`config.mk`:
```
export PLATFORM = sky130hd
export DESIGN_NAME = blackjack_state_ram
export DESIGN_NICKNAME = d
export VERILOG_FILES = /design/src/rtl/blackjack_state_ram.sv
export SDC_FILE = /design/constraint.sdc
export NUM_CORES = 2
export LEC_CHECK = 0
export ABC_AREA = 1
export CAP_MARGIN = 20
export CORE_UTILIZATION = 40
export DETAILED_ROUTE_END_ITERATION = 8
export MAX_ROUTING_LAYER = met4
export PLACE_DENSITY_LB_ADDON = 0.05
export SLEW_MARGIN = 20
export SYNTH_ARGS = -nofsm -noshare
export SYNTH_HDL_FRONTEND = slang
export SYNTH_SLANG_ARGS = --single-unit
```
`constraint.sdc`:
```
create_clock -name clk -period 9.57 [get_ports clk]
set_input_delay 1.914 -clock clk [delete_from_list [all_inputs] [get_ports clk]]
set_output_delay 1.914 -clock clk [all_outputs]
set_load 0.03 [all_outputs]
```
`src/rtl/blackjack_state_ram.sv`:
```
// Game-state store for the blackjack datapath: per-hand balance, bet, card count and card slots.
// Commands run as atomic read-modify-write operations; a separate registered port serves the display.
module blackjack_state_ram #(
    parameter int unsigned CURRENCY_BITS = 16,
    parameter int unsigned MAX_CARDS     = 7,
    parameter int unsigned NUM_PLAYERS   = 2,
    parameter int unsigned START_BALANCE = 1000,
    localparam int unsigned NUM_HANDS    = NUM_PLAYERS + 1,
    localparam int unsigned NUM_WORDS    = 3 + MAX_CARDS,
    localparam int unsigned HAND_BITS    = $clog2(NUM_HANDS),
    localparam int unsigned WORD_BITS    = $clog2(NUM_WORDS)
) (
    input  logic                     clk,
    input  logic                     rst,
    input  logic                     cmd_valid,
    output logic                     cmd_ready,
    input  logic [2:0]               cmd_op,
    input  logic [HAND_BITS-1:0]     cmd_hand,
    input  logic [WORD_BITS-1:0]     cmd_word,
    input  logic [CURRENCY_BITS-1:0] cmd_data,
    output logic                     rsp_valid,
    output logic [CURRENCY_BITS-1:0] rsp_data,
    output logic                     rsp_err,
    input  logic [HAND_BITS-1:0]     disp_hand,
    input  logic [WORD_BITS-1:0]     disp_word,
    output logic [CURRENCY_BITS-1:0] disp_data
);

    localparam logic [2:0] OpRead      = 3'd0;
    localparam logic [2:0] OpWrite     = 3'd1;
    localparam logic [2:0] OpBalAdd    = 3'd2;
    localparam logic [2:0] OpBalSub    = 3'd3;
    localparam logic [2:0] OpPlaceBet  = 3'd4;
    localparam logic [2:0] OpPushCard  = 3'd5;
    localparam logic [2:0] OpClearHand = 3'd6;
    localparam logic [2:0] OpNewRound  = 3'd7;

    localparam logic [WORD_BITS-1:0] WordBal = WORD_BITS'(0);
    localparam logic [WORD_BITS-1:0] WordBet = WORD_BITS'(1);
    localparam logic [WORD_BITS-1:0] WordCnt = WORD_BITS'(2);

    typedef enum logic [1:0] {StIdle, StExec, StSweep} state_e;

    state_e                   r_state, w_state_next;
    logic [2:0]               r_op;
    logic [HAND_BITS-1:0]     r_hand;
    logic [WORD_BITS-1:0]     r_word;
    logic [CURRENCY_BITS-1:0] r_data;
    logic [HAND_BITS-1:0]     r_sweep;
    logic                     r_rsp_valid;
    logic [CURRENCY_BITS-1:0] r_rsp_data;
    logic                     r_rsp_err;
    logic [CURRENCY_BITS-1:0] r_disp_data;
    logic [CURRENCY_BITS-1:0] r_mem [NUM_HANDS][NUM_WORDS];

    logic                     w_hand_ok, w_word_ok, w_disp_ok, w_sweep_last, w_accept;
    logic [HAND_BITS-1:0]     w_hsel, w_disp_hsel;
    logic [WORD_BITS-1:0]     w_wsel, w_disp_wsel;
    logic [CURRENCY_BITS-1:0] w_bal, w_bet, w_cnt, w_word_val;
    logic [CURRENCY_BITS:0]   w_bal_sum;
    logic                     w_wa_en, w_wb_en;
    logic [WORD_BITS-1:0]     w_wa_word, w_wb_word;
    logic [CURRENCY_BITS-1:0] w_wa_data, w_wb_data;
    logic [CURRENCY_BITS-1:0] w_rsp_data;
    logic                     w_rsp_err;

    // Ready drops during the response cycle so throughput is one command per three cycles.
    assign cmd_ready    = (r_state == StIdle) && !r_rsp_valid;
    assign w_accept     = cmd_valid && cmd_ready;
    assign rsp_valid    = r_rsp_valid;
    assign rsp_data     = r_rsp_data;
    assign rsp_err      = r_rsp_err;
    assign disp_data    = r_disp_data;

    assign w_hand_ok    = 32'(r_hand) <= NUM_PLAYERS;
    assign w_word_ok    = 32'(r_word) < NUM_WORDS;
    assign w_hsel       = w_hand_ok ? r_hand : '0;
    assign w_wsel       = w_word_ok ? r_word : '0;
    assign w_bal        = r_mem[w_hsel][WordBal];
    assign w_bet        = r_mem[w_hsel][WordBet];
    assign w_cnt        = r_mem[w_hsel][WordCnt];
    assign w_word_val   = r_mem[w_hsel][w_wsel];
    assign w_bal_sum    = {1'b0, w_bal} + {1'b0, r_data};
    assign w_sweep_last = r_sweep == HAND_BITS'(NUM_PLAYERS);

    assign w_disp_ok    = (32'(disp_hand) <= NUM_PLAYERS) && (32'(disp_word) < NUM_WORDS);
    assign w_disp_hsel  = w_disp_ok ? disp_hand : '0;
    assign w_disp_wsel  = w_disp_ok ? disp_word : '0;

    always_comb begin
        w_state_next = r_state;
        case (r_state)
            StIdle:  if (w_accept) w_state_next = (cmd_op == OpNewRound) ? StSweep : StExec;
            StExec:  w_state_next = StIdle;
            StSweep: if (w_sweep_last) w_state_next = StIdle;
            default: w_state_next = StIdle;
        endcase
    end

    // Each operation writes at most two words of the selected hand (port a, port b).
    always_comb begin
        w_wa_en    = 1'b0;
        w_wa_word  = '0;
        w_wa_data  = '0;
        w_wb_en    = 1'b0;
        w_wb_word  = '0;
        w_wb_data  = '0;
        w_rsp_data = '0;
        w_rsp_err  = 1'b0;
        if (!w_hand_ok) begin
            w_rsp_err = 1'b1;
        end else begin
            case (r_op)
                OpRead: begin
                    if (w_word_ok) w_rsp_data = w_word_val;
                    else           w_rsp_err  = 1'b1;
                end
                OpWrite: begin
                    if (w_word_ok) begin
                        w_wa_en    = 1'b1;
                        w_wa_word  = r_word;
                        w_wa_data  = r_data;
                        w_rsp_data = r_data;
                    end else begin
                        w_rsp_err = 1'b1;
                    end
                end
                OpBalAdd: begin
                    w_wa_en    = 1'b1;
                    w_wa_word  = WordBal;
                    w_wa_data  = w_bal_sum[CURRENCY_BITS] ? '1 : w_bal_sum[CURRENCY_BITS-1:0];
                    w_rsp_data = w_wa_data;
                end
                OpBalSub: begin
                    if (r_data > w_bal) begin
                        w_rsp_err  = 1'b1;
                        w_rsp_data = w_bal;
                    end else begin
                        w_wa_en    = 1'b1;
                        w_wa_word  = WordBal;
                        w_wa_data  = w_bal - r_data;
                        w_rsp_data = w_wa_data;
                    end
                end
                OpPlaceBet: begin
                    if ((w_bet != '0) || (r_data > w_bal)) begin
                        w_rsp_err  = 1'b1;
                        w_rsp_data = w_bet;
                    end else begin
                        w_wa_en    = 1'b1;
                        w_wa_word  = WordBal;
                        w_wa_data  = w_bal - r_data;
                        w_wb_en    = 1'b1;
                        w_wb_word  = WordBet;
                        w_wb_data  = r_data;
                        w_rsp_data = r_data;
                    end
                end
                OpPushCard: begin
                    if (w_cnt >= CURRENCY_BITS'(MAX_CARDS)) begin
                        w_rsp_err  = 1'b1;
                        w_rsp_data = w_cnt;
                    end else begin
                        w_wa_en    = 1'b1;
                        w_wa_word  = WORD_BITS'(32'd3 + 32'(w_cnt));
                        w_wa_data  = {{(CURRENCY_BITS-4){1'b0}}, r_data[3:0]};
                        w_wb_en    = 1'b1;
                        w_wb_word  = WordCnt;
                        w_wb_data  = w_cnt + CURRENCY_BITS'(1);
                        w_rsp_data = w_wb_data;
                    end
                end
                OpClearHand: begin
                    w_wa_en   = 1'b1;
                    w_wa_word = WordBet;
                    w_wb_en   = 1'b1;
                    w_wb_word = WordCnt;
                end
                default: ;
            endcase
        end
    end

    always_ff @(posedge clk or negedge rst) begin
        if (!rst) begin
            r_state     <= StIdle;
            r_op        <= '0;
            r_hand      <= '0;
            r_word      <= '0;
            r_data      <= '0;
            r_sweep     <= '0;
            r_rsp_valid <= 1'b0;
            r_rsp_data  <= '0;
            r_rsp_err   <= 1'b0;
            r_disp_data <= '0;
            for (int h = 0; h < NUM_HANDS; h++) begin
                for (int w = 0; w < NUM_WORDS; w++) begin
                    r_mem[h][w] <= (w == 0) ? CURRENCY_BITS'(START_BALANCE) : '0;
                end
            end
        end else begin
            r_state     <= w_state_next;
            r_rsp_valid <= 1'b0;
            r_disp_data <= w_disp_ok ? r_mem[w_disp_hsel][w_disp_wsel] : '0;
            case (r_state)
                StIdle: begin
                    if (w_accept) begin
                        r_op    <= cmd_op;
                        r_hand  <= cmd_hand;
                        r_word  <= cmd_word;
                        r_data  <= cmd_data;
                        r_sweep <= '0;
                    end
                end
                StExec: begin
                    if (w_wa_en) r_mem[w_hsel][w_wa_word] <= w_wa_data;
                    if (w_wb_en) r_mem[w_hsel][w_wb_word] <= w_wb_data;
                    r_rsp_valid <= 1'b1;
                    r_rsp_data  <= w_rsp_data;
                    r_rsp_err   <= w_rsp_err;
                end
                StSweep: begin
                    r_mem[r_sweep][WordBet] <= '0;
                    r_mem[r_sweep][WordCnt] <= '0;
                    r_sweep                 <= r_sweep + HAND_BITS'(1);
                    if (w_sweep_last) begin
                        r_rsp_valid <= 1'b1;
                        r_rsp_data  <= '0;
                        r_rsp_err   <= 1'b0;
                    end
                end
                default: ;
            endcase
        end
    end

endmodule

```
## After elaboration in Yosys (flattened, before gate mapping)

Index checks and enable logic that the tools add are counted.
W data, S select, Z words.

| word-level totals | value |
|---|---|
| bits in registers | 543 |
| latch bits | 0 |
| memory bits (writable) | 0 |
| memory bits (read-only) | 0 |
| bits of input ports | 34 |
| output and inout port bits | 35 |
| memories | 0 |

| cells by class | value |
|---|---|
| $add $sub $neg | 5 |
| multiply operators | 0 |
| divide/modulo/power cells | 0 |
| magnitude comparators | 17 |
| equality and inequality tests | 12 |
| shift operators | 0 |
| mux-type cells | 85 |
| bitwise logic cells | 11 |
| reduce and logical (&&, ||, !) cells | 20 |

Operators by type and width:

| kind | number |
|---|---|
| $mux W480 | 3 |
| $demux W160 S2 | 4 |
| $and A480 B480 Y480 | 2 |
| $bwmux W480 | 2 |
| $mux W160 | 6 |
| $not A480 Y480 | 2 |
| $pmux W480 S2 | 1 |
| $bmux W160 S2 | 2 |
| $mux W16 | 21 |
| $mux W144 | 1 |
| $bmux W16 S4 | 2 |
| $demux W16 S4 | 2 |
| $mux W128 | 1 |
| $pmux W16 S6 | 1 |
| $pmux W16 S5 | 1 |
| $pmux W16 S2 | 2 |
| $ge A5 B5 Y1 const B | 4 |
| $mux W4 | 5 |
| $not A4 Y5 | 4 |
| $add A16 B16 Y17 | 1 |
| $add A16 B1 Y16 const B | 1 |
| $ge A16 B3 Y1 const B | 1 |
| $gt A16 B16 Y1 | 1 |
| $mux W2 | 8 |
| other kinds (32) | 72 |

## Longest topological paths before layout

| logic depth | value |
|---|---|
| depth in word-level cells | 23 |
| gate-level depth with buffers | 32 |
| depth with buffers taken out | 28 |

## Worst setup path before layout

Ideal clock, no wire load.

| timing path | value |
|---|---|
| path kind | register -> register |
| start | register r_hand[1] |
| end | register r_mem[99] in the netlist's numbering |
| data arrival time | 4.105 ns |
| path slack | 5.324 ns |
| stages on the path, launching flop included | 30 |
| path buffers | 7 |
| cell sequence | dfrtp_1 inv_1 ha_1 buf_4 buf_2 clkbuf_1 buf_2 clkbuf_1 o21ai_0 o21a_1 inv_1 ha_1 inv_1 nor2_1 nand2_1 nand2_1 nand2_1 nand2_1 nand2_1 nand2_1 nand2_1 inv_2 buf_2 a21oi_1 nand3_1 nand2_1 clkinv_1 buf_4 o21ai_0 o22ai_1 |

| between the ends | value |
|---|---|
| cells in the longest elaborated chain, start to end | 23 |

Ends and longest elaborated chain:

| what | line | text |
|---|---|---|
| from (decl) | 46 | `logic [HAND_BITS-1:0] r_hand;` |
| from (signal assigned) | 209 | `r_hand <= cmd_hand;` |
| $le A2 B2 Y1 | 75 | `assign w_hand_ok = 32'(r_hand) <= NUM_PLAYERS;` |
| $mux W2 | 77 | `assign w_hsel = w_hand_ok ? r_hand : '0;` |
| $not A2 Y3 (implied by the code) | - |  |
| $bmux W160 S2 | 79, 80, 81 |  |
| $mux W160 (implied by the code) (2 in series) | 79 | `assign w_bal = r_mem[w_hsel][WordBal];` |
| $ge A16 B3 Y1 or $add A2 B4 Y4 (tied branches) | 160, 165 |  |
| $mux W4 | 160 | `if (w_cnt >= CURRENCY_BITS'(MAX_CARDS)) begin` |
| $pmux W4 S3 | 113 | `case (r_op)` |
| (+6 left out) | - |  |
| $mux W160 (implied by the code) | 216 | `if (w_wa_en) r_mem[w_hsel][w_wa_word] <= w_wa_data;` |
| $demux W160 S2 | 216 |  |
| $bwmux W480 | 216 |  |
| $mux W480 | 216 |  |
| $mux W480 | 205 | `case (r_state)` |
| $bwmux W480 | 217 | `if (w_wb_en) r_mem[w_hsel][w_wb_word] <= w_wb_data;` |
| $mux W480 (*) | 217 |  |
| $pmux W480 S2 (*) | 205 |  |
| to (signal, indexed assignment) | 198 | `r_mem[h][w] <= (w == 0) ? CURRENCY_BITS'(START_BALANCE) : '0;` |
| to (signal, indexed assignment) | 216 |  |
| to (signal, indexed assignment) | 217 |  |
| to (decl) | 54 | `logic [CURRENCY_BITS-1:0] r_mem [NUM_HANDS][NUM_WORDS];` |

Every way passes the cells marked *; elsewhere a longest branch is shown, timed or not. The select of a mux whose other input is x is not followed.
A chain may end at the register's enable or synchronous reset.

## Worst setup path in the final report

| timing path | value |
|---|---|
| start | register r_hand[0] |
| end | register r_mem[430] in the netlist's numbering |

The elaborated chain is that of the path after synthesis.

==> metrics.csv <==
stage,metric,value,unit
outcome,outcome,"complete, no violations",
floorplanning,die width,306,um
sta,# setup viols final,0,
global_routing,GRT overflow,0,
worst_setup_path,Max stage delay on crit path,1.09,ns
yosys,Mapped Nets,5522,
power,P_int,6.48,mW
sta,fmax,0.145,GHz
floorplanning,Initial Utilization,0.404,
global_routing,largest net degree at the start of global routing,160,
placed_design,PortBufs,68,
floorplanning,Core Rows,111,
clocking,H-tree depth,3,
clocking,CTS tree,done,
yosys,"count leader, synth",nand2_1,
detailed_routing,First DRT Iteration DRCs,5633,
yosys,mux cell area share after synthesis,0,
yosys,largest cells by area after synthesis,"dfrtp_1 (35%), nand2_1 (12%), o21ai_0 (9.5%), nand3_1 (6.6%), a21oi_1 (6.1%)",
power,Clock power frac,0.187,
sta,Fin Setup TNS,0,ns
clocking,"Hold-fix buffers, CTS",0,
worst_setup_path,Reg-to-Reg Start,r_hand[0],
placed_design,Detailed Place HPWL,128000,um
yosys,Synth Area in XOR/XNOR,0.00307,
yosys,adder-cell share of the synthesized area,0.0170,
detailed_routing,routed len/inst,29.6,um
detailed_routing,Routed WL,192000,um
worst_setup_path,"slowest stage cell, crit path",clkinv_1,
placed_design,dpl ws,2.72,ns
sta,Fin Clk Skew,0.0476,ns
yosys,Yosys warning total,0,
detailed_routing,Vias,40819,
power,sw frac,0.566,
global_routing,number of global-route vias before repair,37297,
power,Worst VDD drop,0.000214,V
detailed_routing,DRC Markers,0,
yosys,Post-synth EDFFs,0,
global_routing,initial antenna violation count,8,
yosys,#FFs+latches synth,543,
worst_setup_path,worst path bufs/invs,10,
power,Lkg Pwr,18.2,nW
min_path,min-delay src,rsp_data[9],
sta,Final Hold Vio Count,0,
finish,layout overhead on the synthesized area,10.1,%
detailed_routing,Antenna Violating Nets Remaining,0,
power,Logic pwr share,0.598,
min_path,worst min-delay path class,register to register,
run,# Max-Cap Violations,0,
clocking,CTS Buf Count,70,
floorplanning,core area,0.0917,mm2
yosys,Mapped Area,0.0371,mm2
clocking,Clock Tree Buf Depth,3,
yosys,Simple-Gate Fraction of Synth Area,0.238,
power,sequential power share,0.215,
detailed_routing,drt pass-1 iters,7,
sta,Slew Limit Fails,0,
placed_design,GPL Wtd Cong,1.07,
yosys,synth cell count leaders,"nand2_1 (1199), o21ai_0 (702), inv_1 (531)",
finish,Nets,5342,
floorplanning,Die Y,306,um
finish,layout cells sized above 1,0.0629,
clocking,clk root buf,clkbuf_16,
power,switching power,8.43,mW
clocking,Post-CTS Setup Inserts,0,
clocking,Worst-path clk slew,0.06,ns
yosys,primary flip-flop cell chosen by synthesis mapping,dfrtp_1,
sta,RSZ-0062 raised after global routing,false,
clocking,PostCTS Resize Cnt,0,
sta,"Period Utilization, post-route",0.721,
worst_setup_path,Worst Path Required,10.08,ns
floorplanning,die area,0.0939,mm2
worst_setup_path,CP max FO,39,
yosys,syn_area_per_cell,6.81,um2
worst_setup_path,Setup crit start,r_hand[0],
floorplanning,I/O pins,69,
clocking,clk sinks,543,
worst_setup_path,Worst setup EP type,register,
yosys,Synth Area in Compound Gates,0.269,
sta,Final min period,6.90,ns
yosys,cell taking the most area after synthesis,dfrtp_1,
sta,setup ws final,2.67,ns
yosys,Post-synth ARST share,1.00,
worst_setup_path,WP data arrival,7.41,ns
power,PD cells,365,mW/mm2
worst_setup_path,cell family with most CP delay,buffers and inverters,
global_routing,first-pass GRT wire length,276000,um
yosys,area fraction of the dominant cell type after synthesis,0.355,
yosys,post-synth cell types,58,
yosys,Syn Inst Count,5439,
yosys,main combinational cell family by area after synthesis,compound AO/OA/AOI/OAI gates,
detailed_routing,post-DR vias/cell,6.28,
sta,Slew @ Worst Pin,1.24,ns
yosys,sequential fraction of the synthesis area,0.367,
sta,Worst slew margin,0.172,
worst_setup_path,critical path type,register to register,
worst_setup_path,CP Launch Type,register,
clocking,Clock Latency Late Sink,0.68,ns
global_routing,Global Route Usage Sum,0.416,
-- cells in the final DEF (no fill, tap or decap), drive strengths merged, types with 19 or more instances in the layout --
master,count
nand2,1204
nor3,29
inv,546
a32o,27
a211oi,19
o22ai,78
clkbuf,109
o21a,21
a21oi,466
dfrtp,525
clkdlybuf4s50,66
o21ai,850
buf,111
a31oi,81
ha,47
a221oi,36
o221ai,19
nor2,340
o211ai,95
nand3,488
-- per-layer routing --
metal	part of all wire	track usage	wire length (um)	vias up
met5	0	-	0	-
met4	0.075	0.262	14400	0
met3	0.10	0.0889	19800	554
met2	0.42	0.585	80400	2469
met1	0.40	0.541	77700	19786
li1	-	-	-	18010
-- final timing paths --
path / to / slack [ns] / cells past startpoint
worst min register to register: rsp_data[9] / 0.48 / 2
worst max-delay path: r_mem[430] / 2.67 / 25
worst max register to register: r_mem[430] / 2.67 / 25
max in group asynchronous: r_mem[167] / 6.76 / 2
min in group asynchronous: r_mem[42] / 1.29 / 1
worst min-delay path: rsp_data[9] / 0.48 / 2
-- cells by family (layout without fill, tap and decap cells) --
kind of cell	Yosys count	in the layout
and+or+nand+nor	2089	2089
AOI/OAI and AO/OA	1760	1760
buffers and inverters	985	855
DFF	543	543
adders and majority gates	49	49
xor gates and xnor gates	13	13
other	0	5
-- per-stage QoR --
step,hold slack (ns),util,total power [mW],instance area [um2],std cells
floorplan,0.464,-,8.14,37100,5439
global placement,0.467,0.419,11.8,38400,6371
detailed placement,0.469,0.419,11.8,38400,6372
CTS,0.483,0.445,14.6,40800,6494
global route,0.496,0.445,15.5,40800,6499
finish,0.480,0.445,14.9,40800,6500
-- sequential cells by signal, summed over array words and instances, names as in the netlist, 2 cells and up --
signal     flops
r_state        2
rsp_data      16
r_hand         2
disp_data     16
r_data        16
r_word         4
r_mem        480
r_op           3
r_sweep        2
-- area by class of cell --
| type | count | area (um2) |
|---|---|---|
| clock inverters | 13 | 230 |
| fillers | 9623 | 50900 |
| well taps | 1186 | 1480 |
| inverters | 556 | 2090 |
| flip-flops and latches | 543 | 13600 |
| diodes | 5 | 12.5 |
| multi-input cells | 3911 | 19700 |
| clock buffers | 109 | 2120 |
| repair buffers | 177 | 1580 |
-- power groups by stage --
| stage | Combinational [mW] | Clock [mW] | Sequential, mW |
|---|---|---|---|
| after detailed placement | 8.55 | 0 | 3.20 |
| final | 8.91 | 2.79 | 3.20 |
| after global placement | 8.55 | 0 | 3.20 |
| after global routing | 9.35 | 2.90 | 3.22 |
| after floorplan | 5.08 | 0 | 3.06 |
| after CTS | 8.58 | 2.81 | 3.17 |
-- worst min-delay path, cell delays in order, from the launching register on --
cell and delay (ns):
dfrtp_1 0.34, nand2_1 0.05, nand2_1 0.05
(Power assumes the default switching activity.)
